===== src/rtl/param_fetch_unit.sv =====
// param_fetch_unit: block-based instruction prefetch queue.
// Fetches BLOCK_INSNS-wide blocks from the cache one request at a time,
// buffers up to QUEUE_DEPTH blocks and streams single instructions out
// with their word-address PC. Jump/branch redirects flush the queue.
// Optional feature macro: FETCH_BYPASS_EN (empty-queue response bypass).
module param_fetch_unit #(
    parameter int unsigned DATA_WIDTH    = 32,
    parameter int unsigned ADDRESS_WIDTH = 32,
    parameter int unsigned BLOCK_INSNS   = 4,
    parameter int unsigned QUEUE_DEPTH   = 4
) (
    input  logic                              clk,
    input  logic                              reset,
    input  logic                              redirect_valid,
    input  logic [ADDRESS_WIDTH-1:0]          redirect_address,
    output logic                              cache_req,
    output logic [ADDRESS_WIDTH-1:0]          cache_addr,
    input  logic                              cache_rsp_valid,
    input  logic [BLOCK_INSNS*DATA_WIDTH-1:0] cache_rsp_data,
    output logic                              out_valid,
    input  logic                              out_ready,
    output logic [DATA_WIDTH-1:0]             instruction,
    output logic [ADDRESS_WIDTH-1:0]          PC_out,
    output logic                              empty,
    output logic                              full
);
    localparam int unsigned OW = $clog2(BLOCK_INSNS);
    localparam int unsigned PW = $clog2(QUEUE_DEPTH);
    localparam int unsigned CW = $clog2(QUEUE_DEPTH + 1);
    localparam int unsigned BW = BLOCK_INSNS * DATA_WIDTH;
    localparam logic [CW-1:0]            COUNT_MAX   = CW'(QUEUE_DEPTH);
    localparam logic [OW-1:0]            OFFSET_LAST = OW'(BLOCK_INSNS - 1);
    localparam logic [ADDRESS_WIDTH-1:0] BLOCK_STEP  = ADDRESS_WIDTH'(BLOCK_INSNS);

    typedef enum logic [1:0] {ST_REQ, ST_WAIT, ST_DROP} state_t;

    state_t                   state, state_next;
    logic [BW-1:0]            blocks [QUEUE_DEPTH];
    logic [CW-1:0]            count, count_next;
    logic [PW-1:0]            rp, rp_next;
    logic [PW-1:0]            wp, wp_next;
    logic [OW-1:0]            offset, offset_next;
    logic [ADDRESS_WIDTH-1:0] pc, pc_next;
    logic [ADDRESS_WIDTH-1:0] fetch_pc, fetch_pc_next;

    logic                     rsp_accept;
    logic                     bypass;
    logic                     pop;
    logic                     offset_wrap;
    logic                     retire;
    logic                     write_en;
    logic [BW-1:0]            head_block;
    logic [DATA_WIDTH-1:0]    head_words [BLOCK_INSNS];

    // Datapath decode, outputs and next-state for FSM, pointers and PCs.
    always_comb begin
        empty       = (count == '0);
        full        = (count == COUNT_MAX);
        rsp_accept  = (state == ST_WAIT) && cache_rsp_valid && !redirect_valid;
`ifdef FETCH_BYPASS_EN
        bypass      = rsp_accept && empty;
`else
        bypass      = 1'b0;
`endif
        head_block  = bypass ? cache_rsp_data : blocks[rp];
        for (int unsigned i = 0; i < BLOCK_INSNS; i++) begin
            head_words[i] = head_block[i*DATA_WIDTH +: DATA_WIDTH];
        end
        instruction = head_words[offset];
        out_valid   = (!empty || bypass) && !redirect_valid;
        pop         = out_valid && out_ready;
        offset_wrap = (offset == OFFSET_LAST);
        retire      = pop && offset_wrap && !bypass;
        // A bypassed block fully consumed in its arrival cycle is never stored.
        write_en    = rsp_accept && !(bypass && pop && offset_wrap);
        cache_req   = reset && (state == ST_REQ) && (count != COUNT_MAX) && !redirect_valid;
        cache_addr  = fetch_pc;
        PC_out      = pc;

        state_next    = state;
        count_next    = count;
        rp_next       = rp;
        wp_next       = wp;
        offset_next   = offset;
        pc_next       = pc;
        fetch_pc_next = fetch_pc;

        if (redirect_valid) begin
            count_next    = '0;
            rp_next       = wp;
            pc_next       = redirect_address;
            offset_next   = redirect_address[OW-1:0];
            fetch_pc_next = {redirect_address[ADDRESS_WIDTH-1:OW], {OW{1'b0}}};
            // Any request still in flight (WAIT or DROP) must have its response discarded.
            if ((state == ST_WAIT || state == ST_DROP) && !cache_rsp_valid) begin
                state_next = ST_DROP;
            end else begin
                state_next = ST_REQ;
            end
        end else begin
            if (pop) begin
                pc_next     = pc + ADDRESS_WIDTH'(1);
                offset_next = offset + OW'(1);
            end
            if (retire) begin
                rp_next = rp + PW'(1);
            end
            if (write_en) begin
                wp_next = wp + PW'(1);
            end
            count_next = count + CW'(write_en) - CW'(retire);
            case (state)
                ST_REQ: begin
                    if (cache_req) begin
                        state_next = ST_WAIT;
                    end
                end
                ST_WAIT: begin
                    if (cache_rsp_valid) begin
                        state_next    = ST_REQ;
                        fetch_pc_next = fetch_pc + BLOCK_STEP;
                    end
                end
                ST_DROP: begin
                    if (cache_rsp_valid) begin
                        state_next = ST_REQ;
                    end
                end
                default: state_next = ST_REQ;
            endcase
        end
    end

    // Control state, pointers and program counters.
    always_ff @(posedge clk or negedge reset) begin
        if (!reset) begin
            state    <= ST_REQ;
            count    <= '0;
            rp       <= '0;
            wp       <= '0;
            offset   <= '0;
            pc       <= '0;
            fetch_pc <= '0;
        end else begin
            state    <= state_next;
            count    <= count_next;
            rp       <= rp_next;
            wp       <= wp_next;
            offset   <= offset_next;
            pc       <= pc_next;
            fetch_pc <= fetch_pc_next;
        end
    end

    // Block storage; contents are only meaningful between wp and rp.
    always_ff @(posedge clk) begin
        if (write_en) begin
            blocks[wp] <= cache_rsp_data;
        end
    end
endmodule


===== config.mk =====
export PLATFORM = sky130hd
export DESIGN_NAME = param_fetch_unit
export DESIGN_NICKNAME = d
export VERILOG_FILES = /design/src/rtl/param_fetch_unit.sv
export SDC_FILE = /design/constraint.sdc
export NUM_CORES = 1
export LEC_CHECK = 0
export BUFFER_PORTS_ARGS = -buffer_cell sky130_fd_sc_hd__clkbuf_2
export CORE_ASPECT_RATIO = 1.5
export CORE_UTILIZATION = 25
export DETAILED_ROUTE_END_ITERATION = 10
export GPL_TIMING_DRIVEN = 0
export PLACE_DENSITY = 0.51
export SLEW_MARGIN = 20
export SYNTH_ARGS = -nofsm -noshare
export SYNTH_HDL_FRONTEND = slang
export SYNTH_SLANG_ARGS = --single-unit
export TNS_END_PERCENT = 30

===== constraint.sdc =====
create_clock -name clk -period 5.04 [get_ports clk]
set_input_delay 0.756 -clock clk [delete_from_list [all_inputs] [get_ports clk]]
set_output_delay 0.756 -clock clk [all_outputs]
set_load 0.05 [all_outputs]

==> metrics.md <==
| Metric | Value |
|---|---|
| Avg Inst Size Synth | between 15 and 20 sq um |
| Post-layout util | a little under a third |
| Die extent in x | 254 microns |
| Clock Root Buffer | clkbuf_16 |
| Worst path required time | 4280 ps |
| Initial core utilization | 25.2% |
| Num rows | approximately 140 |
| Critical path startpoint category | flop |
| Crit path DAT | 4040 ps |
| Final HPWL DP | 50600 microns |
| CTS hold repair buffers | 0 |
| Post-synth top area share | 64.6% |
| Worst reg-to-reg path cell count | 8 |
| Largest net degree at the start of global routing | 75 |
| Max VDD drop | ~0.00038 V |
| Fin crit share | approximately 95% |
| Post-synthesis cell type with the largest combined area | edfxtp_1 |
| Post-Route WL | about 71000 microns |
| Share of layout cells above drive strength 1 | 32.3% |
| Pwr Density | between 400 and 500 nW/um^2 |
| Syn-to-layout area delta | 22.6% |
| Async set-or-reset flop fraction in the synthesized netlist | between 10% and 20% |
| Min-Delay Path Class | in -> async |
| CTS tree | yes |
| Nets | 1819 |
| RSZ-0062 raised after global routing | false |
| Routed Antenna Nets | 0 |
| Initial drt markers | 1011 |
| Initial antenna violation count | 21 |
| Reg clk slew, reported paths | 60 ps |
| P_leak | 9.87 nW |
| Worst setup EP type | output port |
| Number of synthesized register bits | 585 |
| Cell count after synthesis | 1305 |
| Setup TNS | 0 ps |
| Wirelength per Cell | 24.1 microns |
| Worst skew pair latency | 640 ps |
| Crit path max fanout | 10 |
| DRC | 0 |
| Gpl congestion | around 0.9 |
| Status | completed |
| Fin. max-slew vios | 0 |
| Core area | 94400 sq um |
| Sequential element share of the synthesized area | between 70% and 80% |
| Synth warn | 0 |
| PortBufs | 262 |
| Global route overflow | 0 |
| Total global-route track usage | roughly 15% |
| 1st-pass router iterations | 6 |
| Via count | 13800 |
| Clock skew | 20.2 ps |
| Final setup fails | 0 |
| H-Tree Depth | 2 |
| Post-Syn Area | 23800 sq um |
| WS Path Type | reg -> out |
| R2R Setup Slk | 1940 ps |
| EDFF count, synth | 512 |
| Yosys cell types | 48 |
| Vias in the first global route | 14500 |
| Rel. slew slack | between 30% and 40% |
| Top cells by area, synth | edfxtp_1 (65%), mux4_2 (12%), dfrtp_1 (7.7%) |
| First-pass GRT wire length | 102000 microns |
| Die area | 96500 sq um |
| R2R Path Start | state[1]$_DFFE_PN0P_ |
| Fmax achieved | ~0.21 GHz |
| Maxcap violations | 0 |
| Reg2reg end | blocks[0][105]$_DFFE_PP_ |
| Worst slew pin tran | around 960 ps |
| Cts bufs inserted | 60 |
| CTS Buffer Depth | 3 |
| Final Hold Viols | 0 |
| I/O pin count | 265 |
| Final min period | ~4800 ps |
| Primary FF master, synth | edfxtp_1 |
| CTS sink count | between 500 and 600 |
| Chip height | 380 microns |
| Post-DR vias/cell | 4.67 |
-- report_power, final --
part	switching, mW	internal, mW
Clock	1.91	2.78
Sequential	0.125	5.45
Combinational	2.01	1.06
Total	4.05	9.29
-- kinds of logic after synthesis --
group | synth area share, %
simple gates | 5.78
mux | 14.0
flops | 72.2
fa+ha+maj | 0.662
buf+inv | 1.69
xor+xnor | 1.03
other cells | 0.0157
compound gates | 4.59
-- per-layer routing --
layer	GRT usage [%]	part of all wire, %	vias up
met5	0	0.24	-
li1	-	-	6025
met4	5.37	4.2	28
met3	4.50	7.5	159
met1	16.0	37	7136
met2	26.2	52	455
-- worst max-delay path: stages, from the launching register on --
cell and delay (ps):
dfrtp_1 540, buf_1 610, buf_1 660, mux4_2 400
a211oi_1 780, a21oi_1 100, clkbuf_2 320
-- stage by stage --
step	cells	worst slack [ps]	cell area [sq um]	hold slack [ps]	total power, mW
finish	2953	243	29200	160	13.3
global route	2949	127	29200	176	13.9
CTS	2949	-41.4	29200	154	13.6
detailed placement	2840	486	27100	506	8.84
global placement	2828	-3030	26700	485	8.80
floorplan	1306	79.6	23800	460	7.71
-- how the worst max path moves through the flow --
| stage | from | end | slack (ps) | cells past startpoint |
|---|---|---|---|---|
| floorplan | redirect_valid | blocks[2][0]$_DFFE_PP_ | 80 | 4 |
| global placement | redirect_valid | blocks[2][106]$_DFFE_PP_ | -3030 | 5 |
| detailed placement | offset[0]$_DFFE_PN0P_ | instruction[24] | 490 | 6 |
| CTS | offset[0]$_DFFE_PN0P_ | instruction[10] | -40 | 6 |
| global route | offset[0]$_DFFE_PN0P_ | instruction[16] | 130 | 6 |
| finish | offset[0]$_DFFE_PN0P_ | instruction[16] | 240 | 6 |
-- cell type report --
type / count / area [sq um]
clock buffers: 72 / 1600
plain buffers: 77 / 354
inverters: 19 / 71.3
repair buffers: 274 / 1630
multi-input cells: 625 / 6280
fillers: 9307 / 65200
flip-flops and latches: 585 / 17200
clock inverters: 37 / 484
well taps: 1260 / 1580
diodes: 4 / 10.0
-- timing repair --
item | in CTS | in global routing
setup buffers | 0 | 0
gates resized for setup | 8 | 3
setup endpoints to repair | 13 | 2
-- flip-flops by register name, summed over array words and instances (netlist names) --
signal	count
blocks	512
PC_out	32
cache_addr	30
count	3
offset	2
rp	2
state	2
wp	2
-- cells in the mapped netlist (2+ instances only) --
cell,n
nor3b_1,4
o31a_1,5
nor4_1,23
or3_1,8
o21ai_0,12
mux4_2,128
buf_4,3
inv_1,18
edfxtp_1,512
nand2b_1,5
o211a_1,2
nor2_1,41
a211o_1,4
nand4_1,15
nor2b_1,39
buf_1,12
buf_2,18
a21boi_0,4
nand2_1,29
xor2_1,11
clkbuf_1,43
xnor2_1,17
nand3_1,24
dfrtp_1,73
o31ai_1,19
nor3_1,10
mux2_2,11
or4_1,21
a21oi_1,48
o311a_1,2
ha_1,11
and3_1,9
a31oi_1,22
a211oi_1,44
mux2i_1,33
and4_1,9
and2_1,5
-- layout by cell type, fill, tap and decap left out, drive strengths merged, types with 8 or more instances in the layout --
| master | count |
|---|---|
| bufinv | 10 |
| ha | 11 |
| o21ai | 12 |
| buf | 42 |
| and3 | 9 |
| mux2 | 11 |
| nor2 | 41 |
| xor2 | 11 |
| or3 | 8 |
| mux2i | 33 |
| or4 | 21 |
| mux4 | 128 |
| a31oi | 22 |
| and4 | 9 |
| nand4 | 16 |
| edfxtp | 512 |
| clkbuf | 378 |
| nor2b | 39 |
| clkinv | 19 |
| xnor2 | 17 |
| o31ai | 19 |
| inv | 24 |
| a211oi | 44 |
| nand2 | 29 |
| nor4 | 23 |
| nand3 | 24 |
| a21oi | 48 |
| dfrtp | 73 |
| nor3 | 10 |
(Power assumes the default switching activity.)
